[config.mk]
export PLATFORM = sky130hd
export DESIGN_NAME = adc_channel_averager
export DESIGN_NICKNAME = d
export VERILOG_FILES = /design/src/rtl/adc_avg_pkg.sv /design/src/rtl/adc_avg_seq_ctrl.sv /design/src/rtl/adc_channel_averager.sv
export SDC_FILE = /design/constraint.sdc
export NUM_CORES = 1
export LEC_CHECK = 0
export CORE_MARGIN = 2
export CORE_UTILIZATION = 45
export CTS_BUF_LIST = sky130_fd_sc_hd__clkbuf_4
export DETAILED_ROUTE_END_ITERATION = 16
export GPL_TIMING_DRIVEN = 0
export PLACE_DENSITY = 0.71
export REMOVE_ABC_BUFFERS = 1
export SLEW_MARGIN = 5
export SYNTH_ARGS = -nofsm -noshare
export SYNTH_HDL_FRONTEND = slang
export SYNTH_SLANG_ARGS = --single-unit
[constraint.sdc]
create_clock -name clk_clk -period 9.4 [get_ports clk_clk]
set_clock_uncertainty 0.05 [all_clocks]
set_input_delay 1.41 -clock clk_clk [delete_from_list [all_inputs] [get_ports clk_clk]]
set_output_delay 1.41 -clock clk_clk [all_outputs]
set_load 0.005 [all_outputs]
[src/rtl/adc_avg_pkg.sv]
// Shared types and constants for the ADC channel averager.
// Latency: n/a (declarations only).
// Backpressure: n/a.
package adc_avg_pkg;

  typedef enum logic [1:0] {
    ST_IDLE  = 2'd0,
    ST_START = 2'd1,
    ST_RUN   = 2'd2,
    ST_STOP  = 2'd3
  } seq_state_t;

  // Sequencer command register words: bit0 = run, mode field 0 = continuous.
  localparam logic [31:0] CMD_RUN  = 32'h0000_0001;
  localparam logic [31:0] CMD_STOP = 32'h0000_0000;

  // The sequencer exposes a single command register at offset 0.
  localparam logic CSR_ADDR_CMD = 1'b0;

endpackage

[src/rtl/adc_avg_seq_ctrl.sv]
// Sequencer control: IDLE/START/RUN/STOP FSM issuing paired run/stop CSR writes.
// Latency: enable sampled at one edge enters START on that edge; RUN follows one edge later.
// Backpressure: none; the CSR write is a single-cycle fire-and-forget strobe.
module adc_seq_ctrl
  import adc_avg_pkg::*;
(
  input  logic        clk,
  input  logic        rst,
  input  logic        enable,
  output logic        csr_write,
  output logic [31:0] csr_writedata,
  output logic        running,
  output logic        in_idle
);

  seq_state_t state;
  seq_state_t state_nxt;

  // State register; reset abandons any run without a stop write.
  always_ff @(posedge clk or posedge rst) begin
    if (rst) begin
      state <= ST_IDLE;
    end else begin
      state <= state_nxt;
    end
  end

  // Next state and CSR strobes; START and STOP each last exactly one cycle so
  // every run write is followed by exactly one stop write.
  always_comb begin
    state_nxt     = state;
    csr_write     = 1'b0;
    csr_writedata = CMD_STOP;
    running       = 1'b0;
    in_idle       = 1'b0;
    case (state)
      ST_IDLE: begin
        in_idle = 1'b1;
        if (enable) state_nxt = ST_START;
      end
      ST_START: begin
        csr_write     = 1'b1;
        csr_writedata = CMD_RUN;
        state_nxt     = ST_RUN;
      end
      ST_RUN: begin
        running = 1'b1;
        if (!enable) state_nxt = ST_STOP;
      end
      ST_STOP: begin
        csr_write     = 1'b1;
        csr_writedata = CMD_STOP;
        state_nxt     = ST_IDLE;
      end
      default: state_nxt = ST_IDLE;
    endcase
  end

endmodule

[src/rtl/adc_channel_averager.sv]
// Per-channel ADC averager: accumulates 2^AVG_LOG2 samples per slot, emits the truncated mean.
// Latency: result visible one cycle after the completing sample edge.
// Backpressure: one-entry output register; a result completing while it is held is dropped (sticky overrun).
module adc_channel_averager
  import adc_avg_pkg::*;
#(
  parameter int NUM_CH   = 9,
  parameter int DATA_W   = 12,
  parameter int CH_W     = 5,
  parameter int AVG_LOG2 = 4
) (
  input  logic              clk_clk,
  input  logic              reset_reset,
  input  logic              enable,
  input  logic              rsp_valid,
  input  logic [CH_W-1:0]   rsp_channel,
  input  logic [DATA_W-1:0] rsp_data,
  output logic              csr_address,
  output logic              csr_write,
  output logic [31:0]       csr_writedata,
  output logic              csr_read,
  output logic              res_valid,
  input  logic              res_ready,
  output logic [CH_W-1:0]   res_channel,
  output logic [DATA_W-1:0] res_data,
  output logic              running,
  output logic              overrun,
  output logic [15:0]       discard_cnt
);

  localparam int ACC_W = DATA_W + AVG_LOG2;
  // A zero-bit counter is not legal; with AVG_LOG2=0 the counter stays at 0
  // and every sample completes immediately.
  localparam int CNT_W = (AVG_LOG2 > 0) ? AVG_LOG2 : 1;
  localparam logic [CNT_W-1:0] CNT_LAST = CNT_W'((1 << AVG_LOG2) - 1);
  localparam logic [CH_W-1:0]  NUM_CH_C = CH_W'(NUM_CH);

  logic [ACC_W-1:0] acc [NUM_CH];
  logic [CNT_W-1:0] cnt [NUM_CH];

  logic             in_idle;
  logic             slot_hit;
  logic             disc_hit;
  logic [ACC_W-1:0] sel_acc;
  logic [CNT_W-1:0] sel_cnt;
  logic [ACC_W-1:0] sum;
  logic             complete;
  logic             res_load;
  logic             res_drop;
  logic             enable_q;
  logic             enable_rise;

  adc_seq_ctrl u_seq_ctrl (
    .clk           (clk_clk),
    .rst           (reset_reset),
    .enable        (enable),
    .csr_write     (csr_write),
    .csr_writedata (csr_writedata),
    .running       (running),
    .in_idle       (in_idle)
  );

  assign csr_address = CSR_ADDR_CMD;
  assign csr_read    = 1'b0;

  assign slot_hit = running && rsp_valid && (rsp_channel <  NUM_CH_C);
  assign disc_hit = running && rsp_valid && (rsp_channel >= NUM_CH_C);

  // Select the addressed slot's accumulator and counter.
  always_comb begin
    sel_acc = '0;
    sel_cnt = '0;
    for (int i = 0; i < NUM_CH; i++) begin
      if (rsp_channel == CH_W'(i)) begin
        sel_acc = acc[i];
        sel_cnt = cnt[i];
      end
    end
  end

  // The running sum cannot overflow: at most 2^AVG_LOG2 full-scale samples.
  assign sum      = sel_acc + ACC_W'(rsp_data);
  assign complete = slot_hit && (sel_cnt == CNT_LAST);
  assign res_load = complete && (!res_valid || res_ready);
  assign res_drop = complete && res_valid && !res_ready;

  assign enable_rise = enable && !enable_q;

  // Slot accumulators: cleared while idle, restart after each completed block.
  always_ff @(posedge clk_clk or posedge reset_reset) begin
    if (reset_reset) begin
      for (int i = 0; i < NUM_CH; i++) begin
        acc[i] <= '0;
        cnt[i] <= '0;
      end
    end else if (in_idle) begin
      for (int i = 0; i < NUM_CH; i++) begin
        acc[i] <= '0;
        cnt[i] <= '0;
      end
    end else if (slot_hit) begin
      for (int i = 0; i < NUM_CH; i++) begin
        if (rsp_channel == CH_W'(i)) begin
          if (complete) begin
            acc[i] <= '0;
            cnt[i] <= '0;
          end else begin
            acc[i] <= sum;
            cnt[i] <= cnt[i] + CNT_W'(1);
          end
        end
      end
    end
  end

  // One-entry result register; an accept on the completion edge frees the
  // slot for the new result in the same cycle.
  always_ff @(posedge clk_clk or posedge reset_reset) begin
    if (reset_reset) begin
      res_valid   <= 1'b0;
      res_channel <= '0;
      res_data    <= '0;
    end else if (res_load) begin
      res_valid   <= 1'b1;
      res_channel <= rsp_channel;
      res_data    <= DATA_W'(sum >> AVG_LOG2);
    end else if (res_ready) begin
      res_valid   <= 1'b0;
    end
  end

  // Sticky overrun; a new run (enable rising) clears it, a drop on that same
  // edge still sets it.
  always_ff @(posedge clk_clk or posedge reset_reset) begin
    if (reset_reset) begin
      enable_q <= 1'b0;
      overrun  <= 1'b0;
    end else begin
      enable_q <= enable;
      overrun  <= (overrun && !enable_rise) || res_drop;
    end
  end

  // Saturating count of responses addressed beyond the configured slots.
  always_ff @(posedge clk_clk or posedge reset_reset) begin
    if (reset_reset) begin
      discard_cnt <= '0;
    end else if (disc_hit && (discard_cnt != 16'hFFFF)) begin
      discard_cnt <= discard_cnt + 16'd1;
    end
  end

endmodule

After elaboration in Yosys (flattened, before gate mapping) --
Index checks and enable logic that the tools add are counted. Widths: inputs -> output; s select.
Storage, ports and cells: flip-flop bits (word level) 218, latch bits 0, bits in writable memories 0, ROM bits 0, output and inout bits 71, memories 0
Operators by class: add/sub/neg operators 11, $mul 0, div/mod/pow operators 0, order comparisons 2, equality and inequality tests 15, shifts and indexed selects 0, mux-type cells 59, bitwise logic cells 0, reductions and logical operators 40
Operators with widths (count):
- $mux 16 | 19
- $mux 144 | 2
- $mux 4 | 27
- $mux 36 | 2
- $add 4x1->4 const B | 9
- $reduce_bool 2->1 | 11
- $eq 5x3->1 const B | 4
- $reduce_and 2->1 | 10
- $add 16x1->16 const B | 1
- $add 16x12->16 | 1
- $ne 16x16->1 const B | 1
- $eq 5x2->1 const B | 2
- $logic_and 1x1->1 | 10
- $pmux 2 s4 | 1
- $mux 1 | 6
- $eq 5x1->1 const B | 1
- $eq 5x4->1 const B | 1
- $ge 5x4->1 const B | 1
- $logic_not 5->1 | 1
- $lt 5x4->1 const B | 1
- $eq 2x2->1 const B | 2
- $eq 4x4->1 const B | 1
- $logic_not 1->1 | 4
- $mux 2 | 2
- 5 further kinds | 7

Longest topological paths before layout --
Gate-level depths: netlist (run 1).
word-level depth 16, depth in mapped cells 18

Cells and area by module --
Synthesis (run 1) repeated with hierarchy kept, for this count alone.
Second synthesis, totals: cells, all modules 1152, area total of the unflattened synthesis 11218.3 um2
Modules (own cells, without submodules):
- adc_channel_averager | instances 1, cells an instance 1104, area an instance 10804.1 um2
- adc_seq_ctrl | instances 1, cells an instance 48, area an instance 414.1 um2

Worst setup path before layout (run 1) --
OpenSTA, ideal clock, no wires.
path type input port to flip-flop, start point input port rsp_channel[0], end point register acc[110] (netlist name), setup time 145 ps, data arrival time 4756 ps, data required time 9205 ps, setup slack 4449 ps, stages 18, buffers on the path 5, cells stage by stage buf_6 buf_6 buf_2 buf_2 nor2_1 clkbuf_1 a222oi_1 nand3_1 ha_1 inv_1 fa_1 nand3b_1 a21oi_1 nor2_1 o31ai_1 nand3_1 xnor2_1 o21ai_0
On the way: cells in the longest elaborated chain, start to end 16, elaborated cells between the ends (all ways) 39
RTL lines:
- start, declared | RTL line adc_channel_averager.sv:16 | input logic [CH_W-1:0] rsp_channel,
- parallel branches: the longest is 16 deep, another holds $add 16x12->16
- end signal, assigned by index | RTL line adc_channel_averager.sv:108 | acc[i] <= sum;
- end, declared | RTL line adc_channel_averager.sv:38 | logic [ACC_W-1:0] acc [NUM_CH];
Parallel ways; which one is timed is not known. The select of a mux whose other input is x is not followed. A chain may end at the register's enable or synchronous reset.

Worst setup path in the final report (run 1) --
start point input port rsp_channel[2], end point register acc[107] (netlist name)
The elaborated chain is that of the path after synthesis.

==> results of run 1 <==
==> flip-flops by register name, indices dropped and copies added, names as in the netlist, 2 cells and up <==
register,flops
acc,144
cnt,36
discard_cnt,16
res_channel,5
res_data,12
u_seq_ctrl.state,2
==> final cells by class <==
| cell class | count | area (um2) | share of cell area [%] |
|---|---|---|---|
| inverter | 17 | 71.3 | 0.568 |
| sequential | 218 | 5460 | 43.4 |
| timing repair buffer | 66 | 724 | 5.77 |
| clock buffer | 84 | 631 | 5.02 |
| multi-input combinational | 810 | 5210 | 41.5 |
| antenna | 1 | 2.50 | 0.0199 |
| tap | 324 | 405 | 3.23 |
| clock inverter | 14 | 60.1 | 0.478 |
==> report_power, final <==
group	switching (W)	internal (W)
Sequential	0.0000375	0.000994
Clock	0.000388	0.000406
Combinational	0.000340	0.000207
==> per-stage QoR <==
stage / hold slack (ps) / total power, W / cells / instance area (um2)
after floorplan: 390 / 0.00136 / 1045 / 10700
after global placement: 405 / 0.00156 / 1428 / 11700
after detailed placement: 415 / 0.00159 / 1435 / 11900
after CTS: 428 / 0.00239 / 1533 / 12600
after global routing: 453 / 0.00250 / 1534 / 12600
final: 429 / 0.00237 / 1534 / 12600
==> tightest hold or removal path, stage by stage, from the launching register on <==
cell     delay, ps
dfrtp_1        340
nand2_1         40
o21ai_0         60
==> synthesized netlist by cell type (4+ instances only) <==
master	count
buf_6	5
a31oi_1	5
xor2_1	13
buf_2	9
nor3_1	12
dfrtp_1	218
mux2_2	5
a22oi_1	22
nor2_1	62
o21ai_2	8
a21oi_1	49
nand3_1	37
o31ai_1	4
nand4_1	8
o21ai_0	127
clkbuf_1	57
nor4_1	5
o22ai_1	6
buf_4	36
a211oi_1	8
a222oi_1	10
and2_1	7
a41oi_1	4
ha_1	28
inv_1	17
nand3b_1	85
mux2i_1	6
mux4_2	15
mux2_1	7
or2_2	6
nand2b_1	6
a22o_1	5
nor2b_1	4
or3_1	6
nand2_1	149
xnor2_1	23
==> worst max-delay path by stage <==
stage / to / cells after the start / from
after global placement: u_seq_ctrl.state[1] / 2 / reset_reset
final: acc[107] / 13 / rsp_channel[2]
after global routing: acc[46] / 15 / rsp_channel[2]
after detailed placement: acc[94] / 15 / rsp_channel[2]
after floorplan: acc[0] / 1 / reset_reset
after CTS: acc[94] / 15 / rsp_channel[2]
==> layer usage <==
metal	track usage (%)	share of wire (%)	up-vias
li1	-	-	4060
met1	30.2	43	4345
met2	35.5	48	348
met3	4.01	6.8	60
met4	8.60	2.5	0
met5	0	0	-
==> cell families after synthesis <==
group           after synthesis  synth area share (%)
simple gates                410                  19.3
compound gates              269                  15.0
flops                       218                  48.9
buf+inv                     125                  5.85
xor+xnor                     36                  2.82
mux                          33                  4.78
fa+ha+maj                    29                  3.32
other cells                   1                0.0336
==> flow_summary.ini, run 1 <==
[sta]
fin_crit_sh_pct = 73.5
fmax_mhz = 145
setup_viol = 0
relSlewSlack_pct = 10.4
tightest_slew_ps = 1340
rsz0062_at_grt = false
setup_ws_ps = 2490
min_period_ps = 6910
tns_ps = 0
hold_viol_final = 0
drv_slew = 0

[critical_path]
cpMostUsedCell = o21ai_0
cp-end-kind = register
r2r_slack_ps = 5030
cp_cell_sequence = clkdlybuf4s50_1 > or3b_4 > nor3_2 > a222oi_1 > a31oi_1 > ha_1 > inv_1 > o22ai_1 > o21ai_0 > mux2i_1 > a311oi_1 > nand2_1 > o21ai_0
critPathMaxStageDelay_ps = 1130
r2r_start = acc[132]
crit_type = primary input to register
cp-start-kind = primary input
path_delay_family = compound AO/OA/AOI/OAI gates
worstReg2RegEnd = acc[107]
slowest_stage = clkdlybuf4s50_1
path_buf_inv = 2
required_ps = 9900
worstPathArrival_ps = 7410
path_max_fanout = 18
rr_worst_depth = 11

[route]
route.detailed.drc = 0
totalWireLength_um = 28600
drt-pass1-iter-count = 5
vias = 8813
viasPerCell = 5.75
wl_per_cell_um = 18.6
ant_nets = 0
drtIter0Drc = 837

[global_routing]
grt_antenna_before_repair = 1
grt_pass1_vias = 8620
grt_overflow = 0
grt_pass1_wl_um = 46100
grtUsageTotal_pct = 22.2
grt_start_max_net_pins = 122

[cells_and_area]
layout.nets = 1221
final_util_pct = 51.6
final_cell_mix = dfrtp_1, nand2_1, o21ai_0
area_growth_pct = 12.5
final_common_cell = dfrtp_1
drive_above_1_share_pct = 13.0
fillCellCount = 2229

[worst_hold_path]
hold_start = res_data[5]
hold_depth = 2
min_path_type = register to register
worstHoldEndpoint = res_data[5]

[clock_network]
postCtsHoldBufs = 0
tritoncts = yes
postCtsSetupBuffers = 0
clkTransAtPathRegs_ps = 70
clock_latency_ps = 690
numCtsBuffers = 57
root_buffer = clkbuf_4
htreeDepth = 2
ctsResizeCount = 0
cts_num_sinks = 218
cts_buffer_depth = 3

[yosys]
synth-seq-cells = 218
synth_edf_count = 0
yosysWarnings = 0
syn_area_um2 = 11200
synth_cell_types = 74
synthFlopType = dfrtp_1
yosys.area.top_type = dfrtp_1
netlist_top_cells_area = dfrtp_1, nand3b_1, o21ai_0
async_reset_ff_share_pct = 100
syn_area_per_cell_um2 = 9.96
ys_seq_area_share_pct = 48.9
synthCells = 1121
synth_top_area_share_pct = 48.9

[placed_design]
gp_congestion = 0.821
dp.final_hpwl_um = 17700
port_buffers = 59
dp_slack_ps = 1940

[status]
status = finished, final reports clean

[power]
irDropWorstVdd_mv = 0.125
p_leak_nw = 5.52
pwr_density_cell_nw_per_um2 = 189

[floorplan]
fp.dieH_um = 161
num_rows = 57
ios = 93
core_um2 = 24300
dieWidth_um = 161
dieArea_um2 = 26100
initial_core_util_pct = 45.9

[job]
cap_viol_max_count = 0
(Power assumes the default switching activity.)
==> inputs of run 2 (changes only) <==
--- a/config.mk
+++ b/config.mk
@@ -10,7 +10,7 @@
 export CTS_BUF_LIST = sky130_fd_sc_hd__clkbuf_4
 export DETAILED_ROUTE_END_ITERATION = 16
 export GPL_TIMING_DRIVEN = 0
-export PLACE_DENSITY = 0.71
+export PLACE_DENSITY = 0.74
 export REMOVE_ABC_BUFFERS = 1
 export SLEW_MARGIN = 5
 export SYNTH_ARGS = -nofsm -noshare
==> constraint.sdc (replaced) <==
create_clock -name clk_clk -period 5.8 [get_ports clk_clk]
set_clock_uncertainty 0.05 [all_clocks]
set_input_delay 0.87 -clock clk_clk [delete_from_list [all_inputs] [get_ports clk_clk]]
set_output_delay 0.87 -clock clk_clk [all_outputs]
set_load 0.005 [all_outputs]
==> flow_summary.ini, run 2 (synthesis results as in run 1) <==
[critical_path]
critical_path.endpoint = acc[95]
rr_worst_depth = 13
crit_start = rsp_channel[2]
worstReg2RegEnd = acc[95]
required_ps = 6280
r2r_slack_ps = 1650
cp-start-kind = primary input
cp-end-kind = register
worstPathArrival_ps = 5990
r2r_start = acc[81]
crit_type = primary input to register
path_max_fanout = 18

[job]
cap_viol_max_count = 0

[clock_network]
postCtsHoldBufs = 0
tritoncts = yes
ctsResizeCount = 4
clock_latency_ps = 690
cts_buffer_depth = 3
root_buffer = clkbuf_4
clkTransAtPathRegs_ps = 70
postCtsSetupBuffers = 0
htreeDepth = 2
cts_num_sinks = 218
numCtsBuffers = 56

[sta]
drv_slew = 0
hold_viol_final = 0
rsz0062_at_grt = false
fmax_mhz = 181
relSlewSlack_pct = 16.8
fin_crit_sh_pct = 95.1
min_period_ps = 5510
tightest_slew_ps = 1240
setup_viol = 0

[route]
drt-pass1-iter-count = 5
wl_per_cell_um = 18.6
drtIter0Drc = 869
totalWireLength_um = 28600
ant_nets = 0
vias = 8863
viasPerCell = 5.76
route.detailed.drc = 0

[cells_and_area]
design_area_um2 = 12600
layout.nets = 1220
largest_reg_flops = 144
largestRegisters = acc x144, cnt x36, discard_cnt x16
final_common_cell = dfrtp_1
drive_above_1_share_pct = 13.0
top_register = acc
finalNonFillerCells = 1539
final_cell_mix = dfrtp_1, nand2_1, o21ai_0
area_growth_pct = 13.2

[floorplan]
ios = 93
dieWidth_um = 161
num_rows = 57
initial_core_util_pct = 45.9
dieArea_um2 = 26100
core_um2 = 24300
fp.dieH_um = 161

[placed_design]
placed_cell_area_um2 = 11900
gp_congestion = 0.843
port_buffers = 59
dp.final_hpwl_um = 17800
placed_cells = 1435

[global_routing]
grt_start_max_net_pins = 118
grt_pass1_wl_um = 46200
grtUsageMet1_pct = 29.4
grt_overflow = 0
use_met2_pct = 35.5
grt_busiest_layer = met2
grtUsageTotal_pct = 22.2
grt_antenna_before_repair = 1
grt_pass1_vias = 8836
met3_usage_pct = 4.65

[power]
p_leak_nw = 5.55
irDropWorstVdd_mv = 0.282
pwr_density_cell_nw_per_um2 = 309

[status]
status = finished, final reports clean

[worst_hold_path]
min_path_type = register to register
[run 2: final cells by class]
class | instances | area [um2]
Inverter | 17 | 71.3
Timing Repair Buffer | 66 | 733
Clock inverter | 20 | 103
Tap cell | 324 | 405
Sequential cell | 218 | 5460
Clock buffer | 83 | 623
Fill cell | 2138 | 11700
Multi-Input combinational cell | 810 | 5240
Antenna cell | 1 | 2.50
[run 2: worst min-delay path by stage]
stage	startpoint	endpoint	depth (start not counted)
5_1_grt	res_data[6]	res_data[6]	1
4_1_cts	enable_q	overrun	2
3_5_place_dp	enable_q	overrun	2
3_3_place_gp	acc[44]	acc[44]	2
2_1_floorplan	acc[44]	acc[44]	2
6_report	enable_q	overrun	2
[run 2: report_power, final]
group / internal (W) / switching, W / total [W]
Combinational: 0.000338 / 0.000551 / 0.000889
Sequential: 0.00161 / 0.0000598 / 0.00167
Clock: 0.000699 / 0.000641 / 0.00134
[run 2: per-layer routing]
metal / wire (um) / part of all wire [%]
met5: 0 / 0
met4: 1020 / 3.6
met3: 2310 / 8.1
met2: 13500 / 47
met1: 11800 / 41
[run 2: critical path: stages]
cell	delay, ps
clkdlybuf4s15_1	840
or3b_4	520
nor3_4	680
a221o_1	270
a2111o_1	120
ha_1	240
a21oi_1	320
o22ai_1	180
o21ai_0	460
o21ai_0	340
nor3b_2	250
xnor2_1	660
o21ai_0	210
[run 2: per-stage QoR]
step	worst slack [ps]	util [%]	hold WS (ps)	setup TNS (ps)	total power, W
final	286	51.9	423	0	0.00390
after global routing	5.44	51.9	455	0	0.00409
after CTS	220	51.8	423	0	0.00392
after detailed placement	-1150	48.8	407	-49060	0.00258
after global placement	-3980	48.1	407	-1175320	0.00252
after floorplan	-1080	-	390	-236390	0.00220
==> inputs of run 3 (changes only) <==
--- a/config.mk
+++ b/config.mk
@@ -5,7 +5,6 @@
 export SDC_FILE = /design/constraint.sdc
 export NUM_CORES = 1
 export LEC_CHECK = 0
-export CORE_MARGIN = 2
 export CORE_UTILIZATION = 45
 export CTS_BUF_LIST = sky130_fd_sc_hd__clkbuf_4
 export DETAILED_ROUTE_END_ITERATION = 16
==> flow_summary.ini, run 3 (synthesis results as in run 1) <==
[clock_network]
clock_latency_ps = 690
htreeDepth = 2
postCtsSetupBuffers = 0
root_buffer = clkbuf_4
tritoncts = yes
numCtsBuffers = 56
cts_num_sinks = 218
clkTransAtPathRegs_ps = 70
cts_buffer_depth = 3

[cells_and_area]
design_area_um2 = 12600
layout.nets = 1218
fillCellCount = 2176
largest_reg_flops = 144
drive_above_1_share_pct = 12.9
final_common_cell = dfrtp_1
final_cell_mix = dfrtp_1, nand2_1, o21ai_0
top_register = acc
area_growth_pct = 12.8
largestRegisters = acc x144, cnt x36, discard_cnt x16

[sta]
drv_slew = 0
setup_viol = 0
tightest_slew_ps = 1320
fin_crit_sh_pct = 96.3
tns_ps = 0
min_period_ps = 5590
relSlewSlack_pct = 12.0
fmax_mhz = 179
hold_viol_final = 0

[global_routing]
grt_pass1_vias = 8663
grt_pass1_wl_um = 46600
grt_start_max_net_pins = 110
grtUsageTotal_pct = 23.0
grt_overflow = 0
grt_antenna_before_repair = 1

[route]
highest_layer = met4
totalWireLength_um = 28700
route.detailed.drc = 0
viasPerCell = 5.76
drtIter0Drc = 879
wl_per_cell_um = 18.7
m1WireLength_um = 12200
dr_wl_met3_um = 1980
vias = 8837
met2_length_um = 13600
ant_nets = 0
drt-pass1-iter-count = 5

[worst_hold_path]
min_path_type = register to register
hold_depth = 2

[power]
pwr_density_cell_nw_per_um2 = 305
p_leak_nw = 5.53
irDropWorstVdd_mv = 0.202

[critical_path]
required_ps = 6260
path_max_fanout = 18
cp_cell_sequence = clkdlybuf4s15_1 > or3b_4 > nor3_4 > a221o_1 > a2111o_1 > ha_1 > a21oi_1 > o22ai_1 > o21ai_0 > o21ai_0 > nor3b_2 > xnor2_1 > o21ai_0
cpMostUsedCell = o21ai_0
rr_worst_depth = 11
cp-start-kind = primary input
slowest_stage = clkdlybuf4s15_1
critPathMaxStageDelay_ps = 870
worstPathArrival_ps = 6050
cp-end-kind = register
crit_type = primary input to register
r2r_slack_ps = 1610

[floorplan]
num_rows = 57
fp.dieH_um = 159
initial_core_util_pct = 45.9
dieWidth_um = 159
dieArea_um2 = 25400
core_um2 = 24300
ios = 93

[placed_design]
port_buffers = 59
placed_cell_area_um2 = 11800
dp.final_hpwl_um = 17800
gp_congestion = 0.838

[job]
cap_viol_max_count = 0

[status]
status = finished, final reports clean
-- run 3: cell types whose count changed in the layout (fill, tap and decap cells not counted), sizes merged --
| cell | delta |
|---|---|
| buf | -2 |
| inv | +2 |
| clkinv | -1 |
| clkbuf | -3 |
-- run 3: where the power goes --
part	total (W)	switching (W)	internal, W
clock network	0.00132	0.000637	0.000681
logic	0.000858	0.000542	0.000316
registers	0.00167	0.0000610	0.00161
total	0.00385	0.00124	0.00261
-- run 3: final timing paths --
| path | end | from |
|---|---|---|
| setup / recovery | acc[31] | rsp_channel[2] |
| hold / removal | acc[44] | acc[44] |
| setup reg to reg | acc[31] | acc[84] |
| hold reg to reg | acc[44] | acc[44] |
| max in group asynchronous | overrun | reset_reset |
| min in group asynchronous | res_data[6] | reset_reset |
-- run 3: metrics by stage --
stage	hold slack (ps)	setup slack, ps	total power (W)	std cells	utilization [%]
floorplan	390	-1080	0.00220	1045	-
global placement	406	-3940	0.00251	1428	48.1
detailed placement	407	-1210	0.00254	1433	48.7
CTS	422	149	0.00386	1534	51.7
global route	453	-19.5	0.00404	1535	51.8
finish	424	215	0.00385	1535	51.8
-- run 3: routing by layer --
| metal | up-vias | track usage [%] |
|---|---|---|
| li1 | 4056 | - |
| met1 | 4320 | 31.0 |
| met2 | 390 | 36.7 |
| met3 | 71 | 4.01 |
| met4 | 0 | 10.0 |
| met5 | - | 0 |
-- run 3: timing repair --
item / 4_1_cts / 5_1_grt
setup endpoints to repair: 48 / 25
hold buffers: 0 / 0
resized for setup: 4 / 5
-- run 3: area by class of cell --
type	count	area, um2	share of cell area (%)
antenna	1	2.50	0.0199
clock buffer	80	601	4.77
clock inverter	21	111	0.884
inverter	17	71.3	0.566
multi-input combinational	810	5240	41.6
sequential	218	5460	43.3
tap	324	405	3.22
timing repair buffer	64	703	5.58
-- run 3: critical path: cells and delay by family --
kind            cells  cell delay [ps]
compound gates      7             1920
buf+inv             1              870
xor+xnor            1              680
fa+ha+maj           1              230
simple gates        3             1450
